<file path="src/rtl/bcd_seg_pkg.sv">
// rtl/bcd_seg_pkg.sv - shared segment type and active-low seven-segment code constants
//
// Purpose: common definitions for the scanned BCD seven-segment driver.
//   seg7_t holds segments abcdefg, with a in bit 6 and g in bit 0.
//   All codes are active-low: a 0 lights the segment.
// Ports: none (package).
package bcd_seg_pkg;

    typedef logic [6:0] seg7_t;

    localparam seg7_t SEG_0     = 7'b0000001;
    localparam seg7_t SEG_1     = 7'b1001111;
    localparam seg7_t SEG_2     = 7'b0010010;
    localparam seg7_t SEG_3     = 7'b0000110;
    localparam seg7_t SEG_4     = 7'b1001100;
    localparam seg7_t SEG_5     = 7'b0100100;
    localparam seg7_t SEG_6     = 7'b0100000;
    localparam seg7_t SEG_7     = 7'b0001111;
    localparam seg7_t SEG_8     = 7'b0000000;
    localparam seg7_t SEG_9     = 7'b0000100;
    localparam seg7_t SEG_ERR   = 7'b0110000;
    localparam seg7_t SEG_BLANK = 7'b1111111;

endpackage

</file>
<file path="src/rtl/bcd_seg_dec.sv">
// rtl/bcd_seg_dec.sv - combinational 4-bit BCD to active-low seven-segment decoder
//
// Purpose: map one BCD nibble to its segment pattern. Non-BCD nibbles (10..15)
//   show the error glyph "E".
// Ports:
//   bcd  in  4 : nibble to decode
//   seg  out 7 : active-low segments abcdefg (a = bit 6)
module bcd_seg_dec
    import bcd_seg_pkg::*;
(
    input  logic [3:0] bcd,
    output seg7_t      seg
);

    always_comb begin
        seg = SEG_ERR;
        case (bcd)
            4'd0:    seg = SEG_0;
            4'd1:    seg = SEG_1;
            4'd2:    seg = SEG_2;
            4'd3:    seg = SEG_3;
            4'd4:    seg = SEG_4;
            4'd5:    seg = SEG_5;
            4'd6:    seg = SEG_6;
            4'd7:    seg = SEG_7;
            4'd8:    seg = SEG_8;
            4'd9:    seg = SEG_9;
            default: seg = SEG_ERR;
        endcase
    end

endmodule

</file>
<file path="src/rtl/bcd_seg_scan.sv">
// rtl/bcd_seg_scan.sv - multiplexed multi-digit BCD seven-segment scan driver
//
// Purpose: double-buffers a packed BCD word and decimal points, commits them at
//   frame boundaries, and time-multiplexes one shared active-low segment bus
//   across DIGITS active-low common-anode enables.
// Optional feature: define BCD_SEG_LZB_EN to compile in leading-zero blanking.
// Parameters:
//   DIGITS    (1..8)  digits scanned, digit 0 least significant
//   PRESCALE  (>= 2)  clock cycles each digit stays enabled
// Ports:
//   clk    in  1          : clock, rising edge
//   rst_n  in  1          : asynchronous active-low reset
//   load   in  1          : strobe capturing bcd/dp into the shadow register
//   bcd    in  4*DIGITS   : packed BCD, nibble k drives digit k
//   dp     in  DIGITS     : decimal point request per digit, active-high
//   blank  in  1          : level, darkens all digits while high
//   seg    out 7          : segments abcdefg, active-low
//   dpo    out 1          : decimal point, active-low
//   an     out DIGITS     : digit enables, active-low
//   frame  out 1          : one-cycle pulse aligned with the first cycle of digit 0
module bcd_seg_scan
    import bcd_seg_pkg::*;
#(
    parameter int DIGITS   = 4,
    parameter int PRESCALE = 1000
) (
    input  logic                  clk,
    input  logic                  rst_n,
    input  logic                  load,
    input  logic [4*DIGITS-1:0]   bcd,
    input  logic [DIGITS-1:0]     dp,
    input  logic                  blank,
    output seg7_t                 seg,
    output logic                  dpo,
    output logic [DIGITS-1:0]     an,
    output logic                  frame
);

    localparam int PW = $clog2(PRESCALE);
    localparam int IW = (DIGITS > 1) ? $clog2(DIGITS) : 1;

    logic [PW-1:0]       cnt;
    logic [IW-1:0]       idx;
    logic                cnt_last;
    logic                boundary;

    logic [4*DIGITS-1:0] shadow_bcd;
    logic [DIGITS-1:0]   shadow_dp;
    logic                pending;
    logic [4*DIGITS-1:0] disp_bcd;
    logic [DIGITS-1:0]   disp_dp;
    logic                valid;

    logic [DIGITS-1:0]   lz_mask;
    logic [3:0]          nib;
    logic                dp_sel;
    logic                lz_sel;
    logic                lit;
    logic [DIGITS-1:0]   an_next;
    seg7_t               seg_dec;

    assign cnt_last = (cnt == PW'(PRESCALE - 1));
    assign boundary = cnt_last && (idx == IW'(DIGITS - 1));

    // Prescaler and digit index.
    always_ff @(posedge clk or negedge rst_n) begin
        if (!rst_n) begin
            cnt <= '0;
            idx <= '0;
        end else if (cnt_last) begin
            cnt <= '0;
            idx <= (idx == IW'(DIGITS - 1)) ? '0 : idx + IW'(1);
        end else begin
            cnt <= cnt + PW'(1);
        end
    end

    // Shadow and display registers. A load in the boundary cycle bypasses the
    // shadow so it lands in the very next frame.
    always_ff @(posedge clk or negedge rst_n) begin
        if (!rst_n) begin
            shadow_bcd <= '0;
            shadow_dp  <= '0;
            pending    <= 1'b0;
            disp_bcd   <= '0;
            disp_dp    <= '0;
            valid      <= 1'b0;
        end else begin
            if (load) begin
                shadow_bcd <= bcd;
                shadow_dp  <= dp;
            end
            if (boundary && (load || pending)) begin
                disp_bcd <= load ? bcd : shadow_bcd;
                disp_dp  <= load ? dp  : shadow_dp;
                valid    <= 1'b1;
                pending  <= 1'b0;
            end else if (load) begin
                pending  <= 1'b1;
            end
        end
    end

`ifdef BCD_SEG_LZB_EN
    // A digit above 0 is dark while it and everything above it are zero
    // without a decimal point; error nibbles are non-zero so they stop it.
    always_comb begin
        logic lead;
        lead    = 1'b1;
        lz_mask = '0;
        for (int k = DIGITS - 1; k >= 1; k--) begin
            lead       = lead && (disp_bcd[4*k +: 4] == 4'd0) && !disp_dp[k];
            lz_mask[k] = lead;
        end
    end
`else
    assign lz_mask = '0;
`endif

    // Select the nibble, decimal point and blanking bit of the current digit.
    always_comb begin
        nib    = '0;
        dp_sel = 1'b0;
        lz_sel = 1'b0;
        for (int k = 0; k < DIGITS; k++) begin
            if (idx == IW'(k)) begin
                nib    = disp_bcd[4*k +: 4];
                dp_sel = disp_dp[k];
                lz_sel = lz_mask[k];
            end
        end
    end

    bcd_seg_dec u_dec (
        .bcd (nib),
        .seg (seg_dec)
    );

    assign lit = valid && !blank && !lz_sel;

    always_comb begin
        an_next = '1;
        for (int k = 0; k < DIGITS; k++) begin
            if (lit && (idx == IW'(k))) begin
                an_next[k] = 1'b0;
            end
        end
    end

    // Enables and segments share one register stage so they always switch
    // together and never ghost one digit's pattern onto its neighbour.
    always_ff @(posedge clk or negedge rst_n) begin
        if (!rst_n) begin
            an    <= '1;
            seg   <= SEG_BLANK;
            dpo   <= 1'b1;
            frame <= 1'b0;
        end else begin
            an    <= an_next;
            seg   <= lit ? seg_dec : SEG_BLANK;
            dpo   <= lit ? !dp_sel : 1'b1;
            frame <= boundary;
        end
    end

endmodule

</file>
<file path="config.mk">
export PLATFORM = sky130hd
export DESIGN_NAME = bcd_seg_scan
export DESIGN_NICKNAME = d
export VERILOG_FILES = /design/src/rtl/bcd_seg_pkg.sv /design/src/rtl/bcd_seg_dec.sv /design/src/rtl/bcd_seg_scan.sv
export SDC_FILE = /design/constraint.sdc
export NUM_CORES = 1
export LEC_CHECK = 0
export ABC_AREA = 0
export CORE_MARGIN = 2
export CORE_UTILIZATION = 55
export CTS_CLUSTER_DIAMETER = 100
export DETAILED_ROUTE_END_ITERATION = 7
export GPL_ROUTABILITY_DRIVEN = 0
export GPL_TIMING_DRIVEN = 0
export PLACE_DENSITY = 0.79
export SLEW_MARGIN = 5
export SYNTH_ARGS = -nofsm -noshare
export SYNTH_HDL_FRONTEND = slang
export SYNTH_SLANG_ARGS = --single-unit
</file>
<file path="constraint.sdc">
create_clock -name clk -period 2.62 [get_ports clk]
set_input_delay 0.393 -clock clk [delete_from_list [all_inputs] [get_ports clk]]
set_output_delay 0.393 -clock clk [all_outputs]
set_load 0.05 [all_outputs]
</file>
=== After elaboration in Yosys (flattened, before gate mapping) ===
Memories as Yosys holds them, arrays and structs flattened.
Index checks and enable logic that the tools add are counted.

* Register bits after elaboration: 67
* Bits in latches: 0
* Memory bits (writable): 0
* Memory bits (read-only): 112
* Input port bits: 24
* Logic and storage cells: 51
* Memories: 1

* Add/sub/neg operators: 2
* $mul: 0
* Divide/modulo/power cells: 0
* Magnitude comparators: 0
* Equal/unequal tests: 4
* Shift-type cells: 0
* Multiplexer cells: 20
* Bitwise logic cells: 0
* Reductions and logical operators: 12

{| class="wikitable"
|+ Memories
! memory !! depth !! width !! read ports !! clocked after memory_dff !! wr ports !! line !! RTL
|-
| (name not given) || 16 || 7 || 1 || 0 || 0 || bcd_seg_dec.sv:17 || <nowiki>case (bcd)</nowiki>
|}

{| class="wikitable"
|+ Operators by type and width
! operator !! count
|-
| $mux W4 || 5
|-
| $mux W16 || 1
|-
| $mux W1 || 11
|-
| $add A10 B1 Y10 const B || 1
|-
| $eq A10 B10 Y1 const B || 1
|-
| $mux W10 || 1
|-
| $logic_and A1 B1 Y1 || 7
|-
| $mux W7 || 1
|-
| $eq A2 B2 Y1 const B || 2
|-
| $add A2 B1 Y2 const B || 1
|-
| $eq A2 B1 Y1 const B || 1
|-
| $logic_not A1 Y1 || 2
|-
| $logic_not A2 Y1 || 1
|-
| $mux W2 || 1
|-
| $reduce_bool A2 Y1 || 1
|-
| $logic_or A1 B1 Y1 || 1
|}

=== Depth between registers and ports, before layout ===
* Depth in word-level cells: 7
* Gate-level depth with buffers: 11
* Gate-level depth less buffers: 10

=== Cells and area by module ===
From an unflattened synthesis, not the netlist that was laid out.

* Cells, all modules: 228
* Area total of the unflattened synthesis: 3007.9 µm²

{| class="wikitable"
|+ Modules (own cells, without submodules)
! module !! instances !! cells each !! area each (µm²) !! seq. area each (µm²)
|-
| bcd_seg_scan || 1 || 201 || 2819.0 || 1691.6
|-
| bcd_seg_dec || 1 || 27 || 188.9 || 0.0
|}

=== Worst setup path after synthesis ===
Ideal clock, no wire load.

* Kind: flip-flop to flip-flop
* Start: register idx[0]
* End: register seg[2]
* Arrival: 1957 ps
* Data required time: 2538 ps
* Setup slack: 581 ps
* Stages on the path, launching flop included: 10
* Path buffers: 1
* Cells stage by stage: dfrtp_1 > ha_1 > buf_2 > nor2_1 > o211ai_1 > o211ai_1 > inv_1 > ha_1 > mux2_2 > o211ai_1

* Word-level cells in the longest chain between the ends: 7
* Elaborated cells between the ends (all ways): 10
* Those cells by class: eq/ne (3); mux (5); reduce/logical (1); memory (1)

{| class="wikitable"
|+ Ends and longest elaborated chain
! what !! line !! RTL
|-
| from (decl) || bcd_seg_scan.sv:43 || <nowiki>logic [IW-1:0] idx;</nowiki>
|-
| from (signal assigned) || bcd_seg_scan.sv:72 || <nowiki>idx <= (idx == IW'(DIGITS - 1)) ? '0 : idx + IW'(1);</nowiki>
|-
| $logic_not A2 Y1 || bcd_seg_scan.sv:126 || <nowiki>if (idx == IW'(k)) begin</nowiki>
|-
| $mux W4 (3 in series) || bcd_seg_scan.sv:126 ||
|-
| $mux W4 * || bcd_seg_scan.sv:126 ||
|-
| $mem_v2 Z16 W7 * || -- ||
|-
| $mux W7 * || bcd_seg_scan.sv:160 || <nowiki>seg <= lit ? seg_dec : SEG_BLANK;</nowiki>
|-
| to (signal assigned) || bcd_seg_scan.sv:160 ||
|-
| to (decl) || bcd_seg_scan.sv:33 || <nowiki>output seg7_t seg,</nowiki>
|}

Every way passes the cells marked *; elsewhere a longest branch is shown, timed or not.
A chain may end at the register's enable or synchronous reset.

=== Worst setup path in the final report ===
Same ends and word-level chain as after synthesis.

==> flow_summary.ini <==
[power]
ir_worst_vdd_mv = 0.368
p_leak_nw = 1.52
power.density_nw_per_um2 = 548

[critical_path]
critPathTopFamily = compound AO/OA/AOI/OAI gates
worstPathMaxFanout = 10
critPathLaunchType = register
cpMaxStageDelayCell = dfrtp_1
path_cells = ha_1 -> buf_2 -> nor2_1 -> o211ai_1 -> o211ai_1 -> inv_1 -> ha_1 -> mux2_2 -> o211ai_1
cp_common_cell = o211ai_1
critical_path.endpoint_type = register
worst_ep_required_time_ns = 2.89
worst-endpoint-arrival_ns = 2.65
worstSetupPathType = register to register
max_stage_delay_ns = 0.40
critical_path_buf_inv_count = 2

[sta]
finalMaxSlewViolations = 0
rsz0062_at_grt = false
worst_pin_slew_ns = 0.788
slew_headroom_pct = 47.5
achievable-frequency_mhz = 419
final_min_period_over_clock_period_pct = 91.1
final.setup_skew_ns = 0.00727
timing.final.crit_period_ns = 2.39
final.setup.tns_ns = 0
finalHoldViolations = 0
final_hold_slack_ns = 0.135
total_of_endpoints_with_negative_setup_slack_in_the_final_report = 0

[floorplanning]
initial_core_util_pct = 57.0
floorplan_core_area_um2 = 5110
dieWidth_um = 76.8
io-pin-count = 37
die_h_um = 76.8
die_area_um2 = 5890
rows = 26

[clock_tree]
cts_buffers = 9
ctsLongestPathBuffers = 2
clkTransAtPathRegs_ns = 0.07
cts_tree = built
cts-resized-gates = 0
cts.sinks = 67
clockRootBuffer = clkbuf_8
post_cts.repair.setup_buffers = 0
hold_buffers = 0
clock_insertion_delay_worst_skew_ns = 0.34
cts_htree_levels = 3

[yosys]
number_of_flip_flops_and_latches_in_the_synthesized_netlist = 67
netlist_area_um2 = 2910
synth-main-ff-cell = dfrtp_1
synthesized_net_count = 256
synth-async-reset-ratio_pct = 100
yosys.cell_types.count = 41
syn_area_per_cell_um2 = 13.2
synth_enable_flop_cells = 0
synth_seq_area_share_pct = 58.1
yosys_warnings = 0
syn_inst = 221

[worst_hold_path]
hold_class = input pin to asynchronous set/reset pin

[run_status]
outcome = completed

[routing]
route.final.wire_length_mm = 5.08
routed-via-count = 1827
drt_pass1_iterations = 5
routed_vias_inst = 5.33
detail_route.wl_per_cell_um = 14.8
final_antenna_net_count = 0
remaining_drcs = 0
drt_first_iter_violations = 94

[finish]
area_growth_synth_to_finish_pct = 21.4
post-route-cell-area_um2 = 3540
num-nets-final = 303
drive_above_1_share_pct = 28.9
diodes = 0
final.fill_count = 388

[global_route]
gr-total-overflow = 0
first_global_vias = 1801
maximum_number_of_pins_on_one_net_before_global_route_repair = 68
antenna_found_initial = 0
grt_first_pass_wirelength_mm = 8.65
grt_use_total_pct = 19.1

[placement]
port_buffer_count = 36
post_dp_cell_area_um2 = 3360
dp.final_hpwl_mm = 3.54

[flow_run]
maxCapViolCount = 0
routing by layer:
metal  GRT usage, %  vias to the layer above  share of wire [%]
li1               -                      863                  -
met1           25.3                      909                 45
met2           30.1                       43                 49
met3           3.65                       12                3.5
met4           9.82                        0                2.3
met5              0                        -                  0
area by class of cell:
cell class / count / area [um2] / share of cell area [%]
Timing Repair Buffer: 36 / 358 / 10.1
Inverter: 8 / 30.0 / 0.849
Buffer: 8 / 47.5 / 1.34
Sequential cell: 67 / 1690 / 47.8
Tap cell: 70 / 87.6 / 2.48
Multi-Input combinational cell: 138 / 1140 / 32.3
Clock inverter: 6 / 41.3 / 1.17
Clock buffer: 10 / 138 / 3.89
final timing paths:
| check | from | end | slack (ns) | cells past startpoint |
|---|---|---|---|---|
| max | idx[0] | seg[2] | 0.23 | 9 |
| min | rst_n | shadow_dp[0] | 0.13 | 1 |
| max reg2reg | idx[0] | seg[2] | 0.23 | 9 |
| min reg2reg | cnt[0] | cnt[0] | 0.48 | 1 |
| max in group asynchronous | rst_n | cnt[2] | 1.98 | 1 |
| min in group clk | cnt[0] | cnt[0] | 0.48 | 1 |
logic make-up after synthesis:
family                     after synthesis  share of synthesized area [%]
AOI/OAI and AO/OA                       29                           6.53
xor gates and xnor gates                 6                           1.80
adders and majority gates               11                           4.73
buffers and inverters                   16                           2.66
DFF                                     67                           58.1
muxes                                   44                           16.8
and+or+nand+nor                         48                           9.33
flip-flops by register name (all words and copies together) (netlist names):
| name | flops |
|---|---|
| valid | 1 |
| shadow_bcd | 16 |
| seg | 7 |
| an | 4 |
| idx | 2 |
| pending | 1 |
| dpo | 1 |
| frame | 1 |
| shadow_dp | 4 |
| disp_dp | 4 |
| cnt | 10 |
| disp_bcd | 16 |
Yosys cell counts (2+ instances only):
cell type	number	area share, %
a21oi_1	4	0.69
o211ai_1	3	0.77
nand4_1	2	0.43
mux2_2	39	15
nand2b_1	3	0.64
mux2i_1	4	1.4
inv_1	8	1.0
xor2_1	4	1.2
nor3b_1	2	0.52
nand2_1	11	1.4
and2_1	2	0.43
a22oi_1	3	0.77
o22ai_1	2	0.43
clkbuf_1	4	0.52
nor2b_1	4	0.86
nor2_1	11	1.4
ha_1	11	4.7
dfrtp_1	55	47
nand3_1	5	0.86
o21ai_0	10	1.7
dfstp_2	12	11
xnor2_1	2	0.60
buf_6	2	0.77
per-stage QoR:
step	instances	setup WS, ns	total power [mW]	util [%]
2_1_floorplan	221	0.581	1.13	-
3_3_place_gp	327	-0.937	1.20	65.8
3_5_place_dp	327	0.235	1.20	65.7
4_1_cts	343	0.231	1.96	69.2
5_1_grt	343	0.0642	2.02	69.2
6_report	343	0.232	1.94	69.2
cell usage in the layout (no fill, tap or decap), types with 2 or more instances in the layout:
cell / n
nand2_1: 11
o211ai_1: 3
clkinvlp_4: 3
dfrtp_1: 55
clkdlybuf4s50_1: 35
clkinv_2: 2
clkbuf_1: 4
and2_1: 2
buf_6: 2
ha_1: 11
nand4_1: 2
nand2b_1: 3
nor3b_1: 2
a21oi_1: 4
o21ai_0: 10
mux2i_1: 4
inv_1: 8
a22oi_1: 3
nor2_1: 11
clkbuf_8: 10
xnor2_1: 2
mux2_2: 39
xor2_1: 4
dfstp_2: 12
nor2b_1: 4
nand3_1: 5
o22ai_1: 2
report_power, final:
group	total [mW]	switching [mW]	leakage (nW)	internal [mW]
Combinational	0.103	0.0451	0.607	0.0580
Sequential	1.07	0.00709	0.824	1.07
Clock	0.762	0.396	0.0843	0.366
Total	1.94	0.448	1.52	1.49
(Power assumes the default switching activity.)
